## config.mk

```make
export PLATFORM = sky130hd
export DESIGN_NAME = traffic_light_ctrl_n_flat
export DESIGN_NICKNAME = d
export VERILOG_FILES = /design/src/rtl/traffic_light_ctrl_n_if.sv /design/src/rtl/traffic_light_ctrl_n.sv /design/src/flat_wrapper.sv
export SDC_FILE = /design/constraint.sdc
export NUM_CORES = 1
export LEC_CHECK = 0
export CELL_PAD_IN_SITES_DETAIL_PLACEMENT = 2
export CELL_PAD_IN_SITES_GLOBAL_PLACEMENT = 2
export CORE_UTILIZATION = 33
export CTS_CLUSTER_SIZE = 14
export DETAILED_ROUTE_END_ITERATION = 8
export PLACE_DENSITY = 0.87
export SKIP_CTS_REPAIR_TIMING = 1
export SLEW_MARGIN = 20
export SYNTH_ARGS = -nofsm -noshare
export SYNTH_HDL_FRONTEND = slang
export SYNTH_SLANG_ARGS = --single-unit
```

## constraint.sdc

```tcl
create_clock -name clk -period 4.85 [get_ports clk]
set_clock_uncertainty 0.15 [all_clocks]
set_input_delay 0.97 -clock clk [delete_from_list [all_inputs] [get_ports clk]]
set_output_delay 0.97 -clock clk [all_outputs]
set_load 0.02 [all_outputs]
```

## src/rtl/traffic_light_ctrl_n_if.sv

```systemverilog
// Lamp/control bundle for traffic_light_ctrl_n: the intersection top level is the
// master (mode and demand requests), the controller is the slave (lamp drive).
interface traffic_light_ctrl_n_if #(
   parameter int N_WAYS = 2
);
   logic              night_mode;
   logic [N_WAYS-1:0] demand;
   logic [N_WAYS-1:0] green;
   logic [N_WAYS-1:0] yellow;
   logic [N_WAYS-1:0] red;
   logic [2:0]        active_way;
   logic [2:0]        phase;

   modport master (
      output night_mode, demand,
      input  green, yellow, red, active_way, phase
   );

   modport slave (
      input  night_mode, demand,
      output green, yellow, red, active_way, phase
   );
endinterface

```

## src/rtl/traffic_light_ctrl_n.sv

```systemverilog
// Round-robin traffic-light controller with yellow, optional all-red and night blinking.
// Optional demand-driven skipping of idle approaches: define SENSOR_SKIP_EN.
module traffic_light_ctrl_n #(
   parameter int N_WAYS   = 2,
   parameter int GREEN_T  = 5,
   parameter int YELLOW_T = 2,
   parameter int ALLRED_T = 1,
   parameter int BLINK_T  = 1,
   parameter int CNT_W    = 8
) (
   input logic clk,
   input logic reset,
   traffic_light_ctrl_n_if.slave bus
);

   typedef enum logic [2:0] {
      GREEN     = 3'd0,
      YELLOW    = 3'd1,
      ALLRED    = 3'd2,
      NIGHT_ON  = 3'd3,
      NIGHT_OFF = 3'd4
   } state_t;

   localparam logic [CNT_W-1:0] GREEN_LAST  = CNT_W'(GREEN_T - 1);
   localparam logic [CNT_W-1:0] YELLOW_LAST = CNT_W'(YELLOW_T - 1);
   localparam logic [CNT_W-1:0] ALLRED_LAST = CNT_W'((ALLRED_T > 0) ? ALLRED_T - 1 : 0);
   localparam logic [CNT_W-1:0] BLINK_LAST  = CNT_W'(BLINK_T - 1);

   state_t            state;
   state_t            state_nxt;
   logic [2:0]        active_way;
   logic [2:0]        way_nxt;
   logic [2:0]        day_next_way;
   logic [CNT_W-1:0]  timer;
   logic              timer_clr;
   logic              night_exit;
   logic              night_exit_nxt;
   logic [N_WAYS-1:0] way_hot;
   logic [N_WAYS-1:0] green_d;
   logic [N_WAYS-1:0] yellow_d;
   logic [N_WAYS-1:0] red_d;

   function automatic logic [2:0] next_way(input logic [2:0] w);
      return (int'(w) == N_WAYS - 1) ? 3'd0 : w + 3'd1;
   endfunction

   assign way_hot = N_WAYS'(1) << active_way;

`ifdef SENSOR_SKIP_EN
   logic [N_WAYS-1:0] other_demand;

   // First requesting way after cur in circular order; plain successor when nobody asks.
   function automatic logic [2:0] pick_way(input logic [2:0] cur, input logic [N_WAYS-1:0] dem);
      logic [2:0] sel;
      logic       found;
      int         idx;
      sel   = next_way(cur);
      found = 1'b0;
      for (int i = 1; i < N_WAYS; i++) begin
         idx = (int'(cur) + i) % N_WAYS;
         if (!found && dem[idx]) begin
            sel   = 3'(idx);
            found = 1'b1;
         end
      end
      return sel;
   endfunction

   assign other_demand = bus.demand & ~way_hot;
   assign day_next_way = pick_way(active_way, bus.demand);
`else
   logic unused_demand;

   assign unused_demand = ^bus.demand;
   assign day_next_way  = next_way(active_way);
`endif

   always_ff @(posedge clk or negedge reset) begin
      if (!reset) begin
         state      <= GREEN;
         active_way <= 3'd0;
         timer      <= '0;
         night_exit <= 1'b0;
      end else begin
         state      <= state_nxt;
         active_way <= way_nxt;
         timer      <= timer_clr ? '0 : timer + CNT_W'(1);
         night_exit <= night_exit_nxt;
      end
   end

   // night_exit remembers that the pending GREEN follows a night period and must restart at way 0.
   always_comb begin
      state_nxt      = state;
      way_nxt        = active_way;
      timer_clr      = 1'b0;
      night_exit_nxt = night_exit;
      case (state)
         GREEN: begin
            if (bus.night_mode) begin
               state_nxt = YELLOW;
            end else if (timer == GREEN_LAST) begin
`ifdef SENSOR_SKIP_EN
               if (other_demand == '0) begin
                  timer_clr = 1'b1;
               end else begin
                  state_nxt = YELLOW;
               end
`else
               state_nxt = YELLOW;
`endif
            end
         end
         YELLOW: begin
            if (timer == YELLOW_LAST) begin
               if (bus.night_mode) begin
                  state_nxt = NIGHT_ON;
               end else if (ALLRED_T == 0) begin
                  state_nxt = GREEN;
                  way_nxt   = day_next_way;
               end else begin
                  state_nxt = ALLRED;
               end
            end
         end
         ALLRED: begin
            if (bus.night_mode) begin
               state_nxt = NIGHT_ON;
            end else if (timer == ALLRED_LAST) begin
               state_nxt = GREEN;
               way_nxt   = night_exit ? 3'd0 : day_next_way;
            end
         end
         NIGHT_ON, NIGHT_OFF: begin
            if (!bus.night_mode) begin
               if (ALLRED_T == 0) begin
                  state_nxt = GREEN;
                  way_nxt   = 3'd0;
               end else begin
                  state_nxt      = ALLRED;
                  night_exit_nxt = 1'b1;
               end
            end else if (timer == BLINK_LAST) begin
               state_nxt = (state == NIGHT_ON) ? NIGHT_OFF : NIGHT_ON;
            end
         end
         default: begin
            state_nxt = GREEN;
            way_nxt   = 3'd0;
         end
      endcase
      if (state_nxt == GREEN && state != GREEN) begin
         night_exit_nxt = 1'b0;
      end
      if (state_nxt != state) begin
         timer_clr = 1'b1;
      end
   end

   always_comb begin
      green_d  = '0;
      yellow_d = '0;
      red_d    = '0;
      case (state)
         GREEN: begin
            green_d = way_hot;
            red_d   = ~way_hot;
         end
         YELLOW: begin
            yellow_d = way_hot;
            red_d    = ~way_hot;
         end
         ALLRED:    red_d    = '1;
         NIGHT_ON:  yellow_d = '1;
         NIGHT_OFF: red_d    = '0;
         default:   red_d    = '1;
      endcase
   end

   assign bus.green      = green_d;
   assign bus.yellow     = yellow_d;
   assign bus.red        = red_d;
   assign bus.active_way = active_way;
   assign bus.phase      = 3'(state);

endmodule

```

## src/flat_wrapper.sv

```systemverilog
// flat-port wrapper written by rule: the top's interface ports become plain ports
module traffic_light_ctrl_n_flat 
#(
   parameter int N_WAYS   = 2,
   parameter int GREEN_T  = 5,
   parameter int YELLOW_T = 2,
   parameter int ALLRED_T = 1,
   parameter int BLINK_T  = 1,
   parameter int CNT_W    = 8
)
  (clk, reset, bus_night_mode, bus_demand, bus_green, bus_yellow, bus_red, bus_active_way, bus_phase);
  traffic_light_ctrl_n_if #(.N_WAYS(N_WAYS)) bus_i ();
  input logic clk;
  input logic reset;
  input wire logic [$bits(bus_i.night_mode)-1:0] bus_night_mode;
  input wire logic [$bits(bus_i.demand)-1:0] bus_demand;
  output wire logic [$bits(bus_i.green)-1:0] bus_green;
  output wire logic [$bits(bus_i.yellow)-1:0] bus_yellow;
  output wire logic [$bits(bus_i.red)-1:0] bus_red;
  output wire logic [$bits(bus_i.active_way)-1:0] bus_active_way;
  output wire logic [$bits(bus_i.phase)-1:0] bus_phase;
  assign bus_i.night_mode = bus_night_mode;
  assign bus_i.demand = bus_demand;
  assign bus_green = bus_i.green;
  assign bus_yellow = bus_i.yellow;
  assign bus_red = bus_i.red;
  assign bus_active_way = bus_i.active_way;
  assign bus_phase = bus_i.phase;
  traffic_light_ctrl_n #(.N_WAYS(N_WAYS), .GREEN_T(GREEN_T), .YELLOW_T(YELLOW_T), .ALLRED_T(ALLRED_T), .BLINK_T(BLINK_T), .CNT_W(CNT_W)) u_core (.clk(clk), .reset(reset), .bus(bus_i));
endmodule
```

Yosys cells after proc, flatten, opt, wreduce, memory -nomap -nowiden
Cells that the tools add are included.
W data, S select, Z words.
Storage, ports and cells
  register bits: 15
  latch bits: 0
  RAM bits: 0
  ROM bits: 0
  bits of input ports: 5
  word-level logic and storage cells: 54
  memories kept: 0
Operators by class
  $add $sub $neg: 2
  $mul: 0
  div/mod/pow operators: 0
  order comparisons: 0
  eq/ne operators: 11
  shifts and indexed selects: 1
  muxes and demuxes: 23
  bitwise logic cells: 2
  reductions and logical operators: 11
Operators by type and width (count)
  $mux W3: 12
  $pmux W3 S4: 1
  $eq A3 B2 Y1 const B: 3
  $add A8 B1 Y8 const B: 1
  $eq A8 B1 Y1 const B: 1
  $eq A8 B3 Y1 const B: 1
  $logic_not A8 Y1: 1
  $mux W8: 1
  $pmux W2 S2: 2
  $logic_not A3 Y1: 2
  $pmux W3 S2: 1
  $mux W1: 5
  $ne A2 B1 Y1 const B: 2
  $reduce_or A2 Y1: 2
  $reduce_or A4 Y1: 1
  $add A3 B1 Y3 const B: 1
  $eq A3 B1 Y1 const B: 1
  $eq A3 B3 Y1 const B: 1
  $ne A3 B3 Y1: 1
  $reduce_and A3 Y1: 1
  $reduce_bool A3 Y1: 1
  $shl A1 B3 Y2 const A: 1
  $mux W2: 1
  $ne A2 B2 Y1 const B: 1
  5 further kinds: 5

Depth between registers and ports, before layout
Gate-level depths: netlist of the first run.
  depth after elaboration: 9
  gate-level depth with buffers: 7
  depth with buffers taken out: 7

Worst setup path before layout of the first run
Ideal clock, no wire load.
  path type: flip-flop to output port
  from: register u_core.active_way[0], in the netlist u_core.bus.active_way[0]
  to: output port bus_red[0]
  arrival time: 1.439 ns
  data required time: 3.730 ns
  setup slack: 2.291 ns
  cell stages (with the launch flop): 6
  buffers on the path: 1
  cells stage by stage: dfrtp_1 > clkbuf_1 > nor3_1 > nor2_1 > nor2_1 > nor2_1
On the way
  longest elaborated chain between the ends: 3
RTL lines
  start, declared: RTL line traffic_light_ctrl_n.sv:31  | logic [2:0] active_way;
  start signal, assigned: RTL line traffic_light_ctrl_n.sv:86  | active_way <= way_nxt;
  $shl A1 B3 Y2: RTL line traffic_light_ctrl_n.sv:47  | assign way_hot = N_WAYS'(1) << active_way;
  $not A2 Y2: RTL line traffic_light_ctrl_n.sv:167, traffic_light_ctrl_n.sv:171
  $pmux W2 S2: RTL line traffic_light_ctrl_n.sv:164  | case (state)
  end, declared: RTL line flat_wrapper.sv:19  | output wire logic [$bits(bus_i.red)-1:0] bus_red;
Every way passes these cells.

Worst setup path after layout of the first run
  from: register u_core.state[1], in the netlist u_core.bus.phase[1]
  to: output port bus_green[1]
On the way
  longest elaborated chain between the ends: 2
RTL lines
  start, declared: RTL line traffic_light_ctrl_n.sv:29  | state_t state;
  start signal, assigned: RTL line traffic_light_ctrl_n.sv:85  | state <= state_nxt;
  $logic_not A3 Y1: RTL line traffic_light_ctrl_n.sv:164
  $mux W2: RTL line traffic_light_ctrl_n.sv:164
  end, declared: RTL line flat_wrapper.sv:17  | output wire logic [$bits(bus_i.green)-1:0] bus_green;
Every way passes these cells.

==> results of run 1 <==
[Yosys cell counts, drive strengths merged, types with 2 or more instances]
cell / number / area share
nor2: 23 / 0.084
dfrtp: 15 / 0.36
nand2: 12 / 0.044
nor3: 9 / 0.055
a21oi: 6 / 0.029
o21ai: 6 / 0.029
buf: 5 / 0.032
xor2: 4 / 0.034
ha: 3 / 0.036
inv: 3 / 0.011
nand3: 3 / 0.015
nand3b: 3 / 0.022
or3: 3 / 0.018
a311o: 2 / 0.019
a41oi: 2 / 0.017
and2: 2 / 0.013
nand2b: 2 / 0.012
nand4: 2 / 0.012
nor3b: 2 / 0.015
o211ai: 2 / 0.033
xnor2: 2 / 0.017
[metal layers]
layer / track usage / vias up / wire (µm)
li1: - / 449 / -
met1: 0.242 / 476 / 1270
met2: 0.368 / 21 / 1540
met3: 0.0223 / 7 / 70
met4: 0.0748 / 0 / 65
met5: 0 / - / 0
[registers in the layout (all words and copies together) (netlist names)]
register and cells:
u_core.bus.phase 3, u_core.bus.active_way 3, u_core.night_exit 1, u_core.timer 8
[per-stage QoR]
step	hold WS, ns	area [µm²]
6_report	0.389	1200
5_1_grt	0.424	1200
4_1_cts	0.389	1200
3_5_place_dp	0.365	1170
3_3_place_gp	0.327	1170
2_1_floorplan	0.309	1030
[logic make-up after synthesis]
| family | count (synthesis) | synth area share |
|---|---|---|
| buffers and inverters | 9 | 0.0461 |
| adders and majority gates | 3 | 0.0364 |
| xor gates and xnor gates | 6 | 0.0509 |
| AOI/OAI and AO/OA | 21 | 0.148 |
| DFF | 15 | 0.364 |
| and+or+nand+nor | 68 | 0.355 |
[cell type report]
| type | count | area (µm²) |
|---|---|---|
| tap | 31 | 38.8 |
| sequential | 15 | 375 |
| fill | 342 | 1650 |
| multi-input combinational | 98 | 609 |
| timing repair buffer | 14 | 140 |
| clock buffer | 4 | 26.3 |
| inverter | 3 | 11.3 |
[report_power, final]
part           total, µW  switching [µW]  internal (µW)
combinational        473             271            202
sequential           229            74.5            154
clock               75.3            43.3           32.0
[tightest hold or removal path: cells and delay by family, from the launching register on]
| kind | cells | cell delay, ns |
|---|---|---|
| flops | 1 | 0.36 |
| simple gates | 2 | 0.14 |
[final timing paths]
path                       slack (ns)           startpoint  depth (start not counted)                  endpoint
min                              0.39    u_core.night_exit                          2         u_core.night_exit
max reg2reg                      2.70  u_core.bus.phase[1]                          5           u_core.timer[0]
max                              1.56  u_core.bus.phase[1]                          3              bus_green[1]
min reg2reg                      0.39    u_core.night_exit                          2         u_core.night_exit
min in group asynchronous        0.93                reset                          1           u_core.timer[6]
max in group asynchronous        3.18                reset                          1  u_core.bus.active_way[1]
==> flow_metrics.tcl, run 1 <==
set metrics [dict create \
    worstSetupPathType "reg2out" \
    cap_violations 0 \
    outcome "finished with violations" \
    max_freq_mhz 304 \
    cts_sinks 15 \
    path_cells "nor3_1 > and3_1 > clkdlybuf4s50_1" \
    syn_inst 122 \
    synth_fp_nets 130 \
    synth.ff_latch_count 15 \
    io_pins 17 \
    drc 2 \
    first_global_vias 1042 \
    clkLatencyLatePin_ns 0.29 \
    critical_path_arrival_ns 2.17 \
    gp_congestion 0.737 \
    final_common_cell "nor2_1" \
    setup_viol 0 \
    ys_types 36 \
    total_power_uw 777 \
    cts_buffers 3 \
    die_area_mm2 0.00336 \
    cts_buffer_depth 2 \
    period_needed_ns 3.29 \
    rsz0062_at_grt "false" \
    failed_checks "DRC" \
    tns_ns 0 \
    power_leakage_uw 0.000499 \
    grt-ovfl-total 0 \
    initial_core_util 0.362 \
    core.rowCount 19 \
    relSlewSlack 0.544 \
    num_vias 953 \
    cp_top_family "simple AND/OR/NAND/NOR gates" \
    critPathCaptureType "output port" \
    antenna_found_initial 0 \
    via_per_inst 5.78 \
    async_reset_ff_frac 1.00 \
    power.density_mw_per_mm2 647 \
    clk_pin_slew_worst_paths_ns 0.10 \
    die_y_um 57.9 \
    fin_crit_sh 0.679 \
    start_kind "register" \
    drt_iter0_drc 32 \
    worst_path_largest_cell_delay_ns 0.60 \
    pre_cts_ws_ns 1.78 \
    grt_usage 0.202 \
    hold_path.class "reg2reg" \
    worst-path-buf-inv 1 \
    cp_max_fo 17 \
    yosysWarnings 0 \
    port_buffers 14 \
    synth_edf_count 0 \
    firstDrtPassIters 6 \
    wirelength_um 2940 \
    hold_violations 0 \
    fin_nets 143 \
    fin_ws_ns 1.56 \
    cts_tree "built" \
    ant_nets 0 \
    numPlacedInstances 161 \
    grt_pass1_wl_um 5080 \
    h-tree-depth 1 \
    die_w_um 57.9 \
    cp_slowest_cell "clkdlybuf4s50_1" \
    cts_root_buf "clkbuf_4" \
    slew_viol_final 0 \
    synth-main-ff-cell "dfrtp_1" \
    post_drt_wl_per_cell_um 17.8 \
    grt_max_degree 18 \
    fin_cells 165 \
    utilization 0.421 \
    required_ns 3.73 \
    antenna_cells_inserted 0 \
    final_cell_mix "nor2_1 (23), dfrtp_1 (15), clkdlybuf4s50_1 (14)" \
    dp_hpwl_um 2230 \
    synth-seq-area-share 0.364 \
    syn_to_final_growth_pct 16.4 \
    core-area_mm2 0.00285 \
    avgSynthCellArea_um2 8.46 \
    drive_gt1_frac 0.0672 \
    synth_area_mm2 0.00103 \
    ir_drop_mv 0.323 \
    worst_slew_pin_slew_ns 0.682 \
]
Power figures use the tool's default switching activity.
==> inputs of run 2 (changes only) <==
CORE_UTILIZATION = 28   (was 33)
PLACE_DENSITY = 0.79   (was 0.87)
clock period = 3 ns   (was 4.85 ns; I/O delays follow)
==> flow_metrics.tcl, run 2 (same netlist as run 1, synthesis figures left out) <==
set metrics [dict create \
    outcome "finished, final reports clean" \
    die_y_um 62.7 \
    ir_drop_mv 0.397 \
    period_needed_ns 2.70 \
    drc 0 \
    grt_pass1_wl_um 5080 \
    multiInputGateArea_um2 609 \
    die_w_um 62.7 \
    start_kind "register" \
    grt-ovfl-total 0 \
    required_ns 2.25 \
    hold_violations 0 \
    final-seq-area_um2 375 \
    post_drt_wl_per_cell_um 15.5 \
    initial_core_util 0.300 \
    fin_crit_sh 0.902 \
    cts_sinks 15 \
    drt_iter0_drc 43 \
    holdPathStages 2 \
    port_buffers 14 \
    clk_pin_slew_worst_paths_ns 0.06 \
    cts_root_buf "clkbuf_8" \
    wirelength_um 2840 \
    die_area_mm2 0.00393 \
    largest_reg_flops 8 \
    cp_max_fo 6 \
    dp_hpwl_um 2160 \
    fin_nets 146 \
    final_cell_mix "nor2_1 (23), dfrtp_1 (15), clkdlybuf4s50_1 (14)" \
    timing.rr.end "u_core.timer[2]" \
    cts_tree "built" \
    drive_gt1_frac 0.0876 \
    core.rowCount 21 \
    hold_path.class "reg2reg" \
    core-area_mm2 0.00344 \
    slew_viol_final 0 \
    worst_slew_pin_slew_ns 0.705 \
    critical_path_arrival_ns 1.95 \
    firstDrtPassIters 3 \
    final_common_cell "nor2_1" \
    max_freq_mhz 370 \
    antenna_found_initial 0 \
    utilization 0.366 \
    grt_max_degree 17 \
    syn_to_final_growth_pct 22.2 \
    grt_usage 0.166 \
    rsz0062_at_grt "false" \
    antenna_cells_inserted 0 \
    power.density_mw_per_mm2 1030 \
    via_per_inst 5.02 \
    io_pins 17 \
    cts_buffers 3 \
    worst-r2r-setup-slack_ns 0.83 \
    fill_cells 394 \
    cap_violations 0 \
    cts_buffer_depth 2 \
    gp_congestion 0.794 \
    h-tree-depth 1 \
    holdPathEnd "u_core.night_exit" \
    relSlewSlack 0.529 \
    top_register "u_core.timer" \
    clkLatencyLatePin_ns 0.25 \
    critPathCaptureType "output port" \
    tns_ns 0 \
    worstSetupPathType "reg2out" \
    power_leakage_uw 0.000522 \
    worstRegToRegCells 7 \
    num_vias 919 \
    setup_viol 0 \
    ant_nets 0 \
    hp-start "u_core.night_exit" \
    timing.rr.start "u_core.timer[0]" \
    first_global_vias 1037 \
]
[run 2: cell count changes in the layout (fill, tap and decap cells not counted), sizes merged]
cell / delta
buf: +3
[run 2: per-layer routing]
layer / track usage / vias up / share of wire
li1: - / 454 / -
met5: 0 / - / 0
met2: 0.272 / 14 / 0.50
met3: 0.0456 / 5 / 0.035
met4: 0.0610 / 0 / 0.013
met1: 0.206 / 446 / 0.46
[run 2: metrics by stage]
stage | hold slack, ns | std cells | setup slack [ns] | area, µm² | total power, µW
2_1_floorplan | 0.154 | 122 | 0.811 | 1030 | 854
3_3_place_gp | 0.328 | 179 | 0.449 | 1220 | 1110
3_5_place_dp | 0.371 | 179 | 0.365 | 1220 | 1150
4_1_cts | 0.403 | 183 | 0.269 | 1260 | 1330
5_1_grt | 0.417 | 183 | 0.198 | 1260 | 1420
6_report | 0.393 | 183 | 0.295 | 1260 | 1300
[run 2: cell type report]
type,count,share of cell area
Sequential cell,15,0.298
Clock buffer,4,0.0357
Timing Repair Buffer,17,0.129
Inverter,3,0.00893
Tap cell,46,0.0456
Multi-Input combinational cell,98,0.483
[run 2: worst max path at each step]
| stage | from | end | slack (ns) | cells past startpoint |
|---|---|---|---|---|
| 2_1_floorplan | u_core.bus.active_way[0] | bus_red[0] | 0.81 | 5 |
| 3_5_place_dp | bus_night_mode | u_core.bus.active_way[1] | 0.37 | 6 |
| 6_report | u_core.bus.phase[2] | bus_green[1] | 0.30 | 3 |
| 4_1_cts | u_core.bus.phase[2] | bus_green[1] | 0.27 | 3 |
| 5_1_grt | u_core.bus.phase[2] | bus_green[0] | 0.20 | 4 |
| 3_3_place_gp | bus_night_mode | u_core.timer[6] | 0.45 | 6 |
[run 2: power breakdown]
| group | switching [µW] | internal [µW] | total [µW] |
|---|---|---|---|
| Clock | 70.6 | 94.1 | 165 |
| Sequential | 63.5 | 251 | 314 |
| Combinational | 479 | 347 | 826 |
| Total | 613 | 692 | 1300 |
[run 2: worst max-delay path: stages (launching register included)]
cell and delay (ns):
dfrtp_1 0.45, nor3_1 0.42, and3_1 0.23, clkdlybuf4s50_1 0.60
